File: src/rtl/uart_tx_arbiter.sv
// Round-robin arbiter in front of an 8N1 UART serializer.
// Requesters present a byte plus req and wait for a one-cycle grant. Only IDLE
// arbitrates, and the winner's byte is latched on the granting edge.
module uart_tx_arbiter #(
    parameter int unsigned NUM_REQ       = 4,
    parameter int unsigned COUNTER_LIMIT = 2813,
    parameter int unsigned IDX_W         = 2
) (
    input  logic                   clk,
    input  logic                   reset,
    input  logic [NUM_REQ-1:0]     req,
    input  logic [8*NUM_REQ-1:0]   data_in,
    output logic [NUM_REQ-1:0]     grant,
    output logic [IDX_W-1:0]       owner,
    output logic                   busy,
    output logic                   tx
);

    localparam int unsigned        CNT_W     = (COUNTER_LIMIT > 1) ? $clog2(COUNTER_LIMIT) : 1;
    localparam logic [CNT_W-1:0]   CNT_LAST  = CNT_W'(COUNTER_LIMIT - 1);
    localparam logic [IDX_W:0]     NUM_REQ_W = (IDX_W + 1)'(NUM_REQ);
    localparam logic [IDX_W-1:0]   LAST_RST  = IDX_W'(NUM_REQ - 1);
    localparam logic [NUM_REQ-1:0] GRANT_ONE = NUM_REQ'(1);

    typedef enum logic [1:0] {StIdle, StStart, StData, StStop} state_e;

    state_e           state;
    logic [CNT_W-1:0] cnt;
    logic [2:0]       bit_idx;
    logic [7:0]       shreg;
    logic [IDX_W-1:0] last;

    logic             pick_valid;
    logic [IDX_W-1:0] pick_idx;
    logic [IDX_W:0]   cand;

    // Rotating-priority pick: scan last+1, last+2, ... (mod NUM_REQ). The
    // loop runs from the farthest offset down, so the nearest hit is the
    // one left in pick_idx.
    always_comb begin
        pick_valid = 1'b0;
        pick_idx   = '0;
        cand       = '0;
        for (int k = NUM_REQ; k >= 1; k--) begin
            cand = {1'b0, last} + (IDX_W + 1)'(k);
            if (cand >= NUM_REQ_W) begin
                cand = cand - NUM_REQ_W;
            end
            if (req[cand[IDX_W-1:0]]) begin
                pick_valid = 1'b1;
                pick_idx   = cand[IDX_W-1:0];
            end
        end
    end

    // Frame FSM with registered line, grant, owner and busy outputs.
    always_ff @(posedge clk or posedge reset) begin
        if (reset) begin
            state   <= StIdle;
            cnt     <= '0;
            bit_idx <= '0;
            shreg   <= '0;
            last    <= LAST_RST;
            owner   <= '0;
            grant   <= '0;
            busy    <= 1'b0;
            tx      <= 1'b1;
        end else begin
            grant <= '0;
            case (state)
                StIdle: begin
                    tx   <= 1'b1;
                    busy <= 1'b0;
                    if (pick_valid) begin
                        shreg <= data_in[{pick_idx, 3'b000} +: 8];
                        owner <= pick_idx;
                        last  <= pick_idx;
                        grant <= GRANT_ONE << pick_idx;
                        state <= StStart;
                        tx    <= 1'b0;
                        busy  <= 1'b1;
                        cnt   <= '0;
                    end
                end
                StStart: begin
                    if (cnt == CNT_LAST) begin
                        cnt     <= '0;
                        bit_idx <= '0;
                        state   <= StData;
                        tx      <= shreg[0];
                    end else begin
                        cnt <= cnt + CNT_W'(1);
                    end
                end
                StData: begin
                    if (cnt == CNT_LAST) begin
                        cnt <= '0;
                        if (bit_idx == 3'd7) begin
                            state <= StStop;
                            tx    <= 1'b1;
                        end else begin
                            // Shift so the next bit is always shreg[0].
                            bit_idx <= bit_idx + 3'd1;
                            shreg   <= {1'b0, shreg[7:1]};
                            tx      <= shreg[1];
                        end
                    end else begin
                        cnt <= cnt + CNT_W'(1);
                    end
                end
                StStop: begin
                    if (cnt == CNT_LAST) begin
                        cnt   <= '0;
                        state <= StIdle;
                        busy  <= 1'b0;
                    end else begin
                        cnt <= cnt + CNT_W'(1);
                    end
                end
                default: begin
                    state <= StIdle;
                end
            endcase
        end
    end

endmodule

File: config.mk
export PLATFORM = sky130hd
export DESIGN_NAME = uart_tx_arbiter
export DESIGN_NICKNAME = d
export VERILOG_FILES = /design/src/rtl/uart_tx_arbiter.sv
export SDC_FILE = /design/constraint.sdc
export NUM_CORES = 1
export LEC_CHECK = 0
export CAP_MARGIN = 20
export CORE_MARGIN = 2
export CORE_UTILIZATION = 35
export CTS_CLUSTER_SIZE = 40
export DETAILED_ROUTE_END_ITERATION = 8
export PLACE_DENSITY = 0.57
export SLEW_MARGIN = 5
export SYNTH_ARGS = -nofsm -noshare
export SYNTH_HDL_FRONTEND = slang
export SYNTH_SLANG_ARGS = --single-unit
export TNS_END_PERCENT = 10
File: constraint.sdc
create_clock -name clk -period 2.65 [get_ports clk]
set_input_delay 0.795 -clock clk [delete_from_list [all_inputs] [get_ports clk]]
set_output_delay 0.795 -clock clk [all_outputs]
set_load 0.02 [all_outputs]
==> results of run 1 <==
## state kept, by name (all words and copies together) (netlist names)
name     count
bit_idx      3
last         2
grant        4
shreg        8
owner        2
busy         1
state        2
tx           1
cnt         12
## worst max path at each step
stage	to	slack [ns]	cells past startpoint
floorplan	shreg[0]	0.42	7
CTS	shreg[1]	0.12	8
global route	shreg[1]	0.03	8
global placement	shreg[2]	-0.15	8
finish	shreg[1]	0.14	8
detailed placement	shreg[2]	-0.17	8
## cell usage after synthesis, types with 2 or more instances
master	instances	share of area [%]
dfrtp_1	32	34
nand2_1	23	3.6
nand3_1	23	4.9
nor2_1	23	3.6
o21ai_1	13	2.7
o31ai_1	11	3.5
inv_1	10	1.6
ha_1	8	4.2
a211o_1	7	2.6
a21oi_1	7	1.5
a41oi_2	7	4.8
mux2_2	7	3.3
nand4_1	7	1.8
nor3_1	7	1.5
nand2b_1	5	1.3
o21ai_0	5	1.1
a21o_1	4	1.3
buf_6	4	1.9
a31oi_1	3	0.79
buf_4	3	0.95
clkbuf_1	3	0.48
dfstp_2	3	3.3
nor2b_1	3	0.79
a22o_1	2	0.74
buf_2	2	0.42
mux2_1	2	0.95
mux2i_1	2	0.85
nor3b_1	2	0.63
o21a_1	2	0.63
o22ai_1	2	0.53
xnor2_1	2	0.74
## placed cells by master (no fill, tap or decap), types with 4 or more instances in the layout
cell type         n
clkdlybuf4s50_1  45
dfrtp_1          32
nor2_1           23
nand2_1          23
nand3_1          23
buf_4            23
o21ai_1          13
o31ai_1          11
inv_1            10
ha_1              8
nor3_1            7
a21oi_1           7
mux2_2            7
nand4_1           7
a211o_1           7
a41oi_2           7
nand2b_1          5
o21ai_0           5
clkbuf_8          5
a21o_1            4
## cell families after synthesis
kind of cell | after synthesis | synth area share, %
DFF | 35 | 37.16
adders and majority gates | 8 | 4.228
muxes | 11 | 5.127
buffers and inverters | 24 | 5.814
and+or+nand+nor | 102 | 22.41
xor gates and xnor gates | 3 | 1.110
AOI/OAI and AO/OA | 72 | 24.15
## power by group through the flow
stage | clock network, mW | registers [mW] | logic, mW
6_report | 0.376 | 0.880 | 1.53
5_1_grt | 0.415 | 0.911 | 1.72
4_1_cts | 0.394 | 0.881 | 1.55
3_5_place_dp | 0 | 0.889 | 1.54
3_3_place_gp | 0 | 0.889 | 1.53
2_1_floorplan | 0 | 0.893 | 1.10
## routing by layer
layer / share of wire [%] / vias to the layer above / GRT usage (%)
li1: - / 1074 / -
met2: 47 / 31 / 24.88
met5: 0 / - / 0
met3: 3.0 / 7 / 2.952
met1: 49 / 984 / 22.13
met4: 1.0 / 0 / 4.688
## cell type report
class	instances	area (sq um)
multi-input combinational	196	1350
inverter	11	41.29
timing repair buffer	69	643.1
sequential	35	879.6
clock inverter	3	15.01
fill	638	3364
tap	77	96.34
clock buffer	5	68.82
## stage by stage
step | cells | cell area, sq um | TNS, ns
2_1_floorplan | 255 | 2367 | 0
3_3_place_gp | 388 | 3010 | -1.098
3_5_place_dp | 388 | 3010 | -1.300
4_1_cts | 396 | 3094 | 0
5_1_grt | 396 | 3094 | 0
6_report | 396 | 3094 | 0
==> flow_summary.toml, run 1 <==
[placed_design]
dp_slack_ns = -0.1746
place.port_buffers = 45
gp_congestion = 0.7576
hpwl_um = 4197

[setup_path]
cp_top_family = "buffers and inverters"
cp_slowest_cell = "clkdlybuf4s50_1"
reg2reg_depth = 7
r2r_setup_slack_ns = 0.59
arrival_ns = 2.66
slowest_delay_ns = 0.47
crit_chain = "clkdlybuf4s50_1 > buf_4 > nor4_2 > buf_4 > a21oi_1 > a31o_2 > nor2_1 > a41oi_2"
required_ns = 2.80
worstPathMaxFanout = 15
cp-end-kind = "flip-flop"
critPathKind = "in -> reg"
cp_common_cell = "buf_4"
cp_num_buf_inv = 3
worstSetupStartpointType = "input port"
r2r_end = "shreg[7]"
startpoint = "req[1]"
regToRegStartpoint = "cnt[0]"

[die]
num_io_pins = 46
rows = 29
fp.dieW_um = 86.24
core_area_sq_um = 6459
die_h_um = 86.24
dieArea_sq_um = 7437
start_util_pct = 36.65

[hold_path]
min_to = "cnt[11]"
worstHoldPathCells = 1
worstHoldStart = "cnt[11]"
worstHoldPathType = "reg -> reg"

[power_and_ir_drop]
switching_share_pct = 41.31
p_comb_share_pct = 55.0
pwr_density_cell_nw_per_um2 = 901.7
pwr-share-seq_pct = 31.6
power_mw = 2.790
power_frac_clock_pct = 13.5
power_leakage_nw = 1.262
internal_power_mw = 1.638
p_sw_mw = 1.153
peakVddDrop_mv = 0.2909

[clock_network]
clk_pin_slew_ns = 0.07
cts_hold_buf = 0
ctsResizeCount = 0
cts_tree = "done"
postCtsSetupBuffers = 0
clk_latency_ns = 0.29
cts_buffers = 5
clock-root-buffer = "clkbuf_8"
cts_sinks = 35
cts_max_level = 2
clockBufferDepth = 2

[routing]
wl_per_cell_um = 13.95
vias = 2096
first_pass_iters = 4
wl_um = 5524
drt_iter0_markers = 87
ant_nets = 0
drc = 0
vias_per_cell = 5.293

[timing]
timing_worst_slew_pin_value_ns = 0.4797
hold_viol = 0
post-route-period-util_pct = 94.68
fmax_mhz = 398.6
skew_ns = 0.007246
hold_ws_ns = 0.4920
rsz0062_at_grt = "false"
maxSlewViolCount = 0
timing.final.ws_setup_ns = 0.1411
setup_violations = 0
post-route-min-period_ns = 2.509
relSlewSlack_pct = 67.90

[job]
cap_violations = 0

[final_layout]
area_growth_pct = 30.71
final_nets = 364
diodes = 0
post-route-util_pct = 47.91
drive_gt1_share_pct = 18.81

[logic_synthesis]
ys_types = 52
synthArstFlopShare_pct = 100.0
yosysWarnings = 0
syn-num-nets = 301
yosysSeqAreaShare_pct = 37.16
synth.cell_area_sq_um = 2367
netlist_instances = 255
syn_avg_cell_area_sq_um = 9.283
synth-main-ff-cell = "dfrtp_1"
synth_edf_count = 0
synth_seq_cells = 35

[global_routing]
grt_pass1_vias = 2050
grt_overflow_total = 0
grt_start_max_net_pins = 36
antenna_found_initial = 0
grt.total_usage_pct = 15.78
grt_pass1_wl_um = 9384

[run_status]
status = "completed"
No activity file was read; power rests on OpenSTA's default activity.
==> run 2: changes to the inputs <==
--- a/config.mk
+++ b/config.mk
@@ -6,4 +6,5 @@
 export NUM_CORES = 1
 export LEC_CHECK = 0
+export ABC_AREA = 1
 export CAP_MARGIN = 20
 export CORE_MARGIN = 2
==> constraint.sdc (replaced) <==
create_clock -name clk -period 2.65 [get_ports clk]
set_input_delay 0.6625 -clock clk [delete_from_list [all_inputs] [get_ports clk]]
set_output_delay 0.6625 -clock clk [all_outputs]
set_load 0.02 [all_outputs]
==> flow_summary.toml, run 2 <==
[logic_synthesis]
synth_edf_count = 0
synthTopCellsByCount = "96 x nand2_1, 42 x inv_1, 36 x nor2_1"
synth.cell_area_sq_um = 2316
synthArstFlopShare_pct = 100.0
syn-num-nets = 368
netlist_instances = 322
yosysWarnings = 0
ys_types = 36
syn_avg_cell_area_sq_um = 7.192
synthMostInstantiatedCell = "nand2_1"
yosysSeqAreaShare_pct = 37.98
synth_seq_cells = 35
synth-main-ff-cell = "dfrtp_1"
yosysTopAreaCell = "dfrtp_1"
yosysTopAreaCellShare_pct = 34.58
yosys-top-cells-area = "dfrtp_1 35%, nand2_1 16%, inv_1 6.8%"

[placed_design]
place.port_buffers = 45
placed_cell_area_sq_um = 2875
hpwl_um = 4244
dp.cells = 443
gp_congestion = 0.8055

[timing]
rsz0062_at_grt = "false"
hold_ws_ns = 0.4804
post-route-min-period_ns = 2.259
setup_violations = 0
maxSlewViolCount = 0
finalSetupTns_ns = 0
relSlewSlack_pct = 70.43
skew_ns = 0.003856
hold_viol = 0
post-route-period-util_pct = 85.25
timing_worst_slew_pin_value_ns = 0.4436
fmax_mhz = 442.6

[global_routing]
grt.total_usage_pct = 16.03
grt_pass1_wl_um = 9328
grt_pass1_vias = 2142
grt_start_max_net_pins = 36
grt_overflow_total = 0
antenna_found_initial = 0

[hold_path]
min_to = "shreg[3]"
worstHoldPathCells = 2
worstHoldStart = "shreg[3]"
worstHoldPathType = "reg -> reg"

[routing]
wl_um = 5401
vias_per_cell = 4.716
first_pass_iters = 4
drc = 0
wl_per_cell_um = 11.98
vias = 2127
ant_nets = 0
drt_iter0_markers = 99

[final_layout]
final_nets = 419
num-fill-cells = 636
largestRegisters = "cnt (12), shreg (8), grant (4)"
drive_gt1_share_pct = 9.893
largest_reg_flops = 12
postLayoutCellArea_sq_um = 2975
regMostFlops = "cnt"
final-seq-area_sq_um = 879.6
stdcell_count = 451
diodes = 0
multi_input_area_sq_um = 1191
area_growth_pct = 28.47
final_common_cell = "nand2_1"
mostFrequentLayoutCells = "96 x nand2_1, 45 x clkdlybuf4s50_1, 42 x inv_1, 36 x nor2_1, 32 x dfrtp_1"

[clock_network]
clk_pin_slew_ns = 0.07
cts_buffers = 5
ctsResizeCount = 0
clk_latency_ns = 0.28
cts_hold_buf = 0
clockBufferDepth = 2
clock-root-buffer = "clkbuf_8"
cts_max_level = 2
cts_tree = "done"
cts_sinks = 35
postCtsSetupBuffers = 0

[die]
die_h_um = 85.35
start_util_pct = 36.27
fp.dieW_um = 85.35
rows = 29
dieArea_sq_um = 7284
core_area_sq_um = 6386
num_io_pins = 46

[setup_path]
regToRegStartpoint = "last[0]"
r2r_setup_slack_ns = 0.58
arrival_ns = 2.44
worstPathMaxFanout = 18
worstSetupStartpointType = "input port"
critPathKind = "in -> reg"
reg2reg_depth = 12
r2r_end = "shreg[1]"
cp-end-kind = "flip-flop"
required_ns = 2.83

[run_status]
status = "completed"

[job]
cap_violations = 0

[power_and_ir_drop]
peakVddDrop_mv = 0.2770
pwr_density_cell_nw_per_um2 = 371.8
power_leakage_nw = 1.574
==> run 2: cell count changes in the layout (fill, tap and decap cells not counted), moves of 5 or more <==
cell	delta
nand2_1	+73
inv_1	+32
buf_4	-18
nor2_1	+13
o21ai_1	-10
o31ai_1	-8
a211o_1	-7
a41oi_2	-7
mux2_2	-7
nand2_2	+5
nand2b_1	-5
==> run 2: layout make-up <==
type	instances	share of cell area, %
repair buffers	52	17.75
multi-input cells	233	40.03
well taps	77	3.238
flip-flops and latches	35	29.56
inverters	46	6.056
clock buffers	8	3.364
==> run 2: metrics by stage <==
| step | total power [mW] | setup slack (ns) | util [%] |
|---|---|---|---|
| global placement | 0.6953 | 0.09679 | 45.02 |
| detailed placement | 0.6950 | 0.1009 | 45.02 |
| CTS | 1.125 | 0.3926 | 46.59 |
| finish | 1.106 | 0.3909 | 46.59 |
| floorplan | 0.6175 | 0.8461 | - |
| global route | 1.158 | 0.1530 | 46.59 |
==> run 2: where the power goes <==
part           switching (mW)  internal, mW
Combinational          0.0698        0.0792
Sequential                  0         0.534
Clock                   0.186         0.237
Total                   0.255         0.851
==> run 2: layer usage <==
layer / global-route usage (%) / up-vias / wire [um]
met2: 27.27 / 59 / 2607
met4: 4.762 / 0 / 93
met3: 4.183 / 6 / 269
li1: - / 1124 / -
met5: 0 / - / 0
met1: 19.94 / 938 / 2431
==> run 2: cells by family (layout without fill, tap and decap cells) <==
kind of cell	count (synthesis)	count (layout)	share of synthesized area, %
XOR/XNOR	6	6	2.269
AND/OR/NAND/NOR	182	182	35.01
AO/OA/AOI/OAI	37	37	9.833
flip-flops	35	35	37.98
buffers and inverters	54	106	10.59
adder cells (fa/ha/maj)	8	8	4.322
==> run 2: critical path, cell delays in order <==
cell,delay (ns)
clkdlybuf4s50_1,0.47
inv_1,0.05
o21ai_1,0.14
inv_1,0.09
a21oi_2,0.20
nand3_4,0.14
nand2_4,0.13
buf_12,0.15
nand2_1,0.05
nand3_1,0.10
nand4_1,0.12
nand2_1,0.08
nand2_1,0.04
==> run 2: worst max path at each step <==
stage | startpoint | to | slack, ns | cells after the start
final | req[2] | shreg[1] | 0.39 | 13
after CTS | req[3] | shreg[1] | 0.39 | 12
after floorplan | req[2] | shreg[1] | 0.85 | 12
after global placement | req[2] | shreg[3] | 0.1 | 13
after detailed placement | req[2] | shreg[3] | 0.10 | 13
after global routing | req[2] | shreg[1] | 0.15 | 13
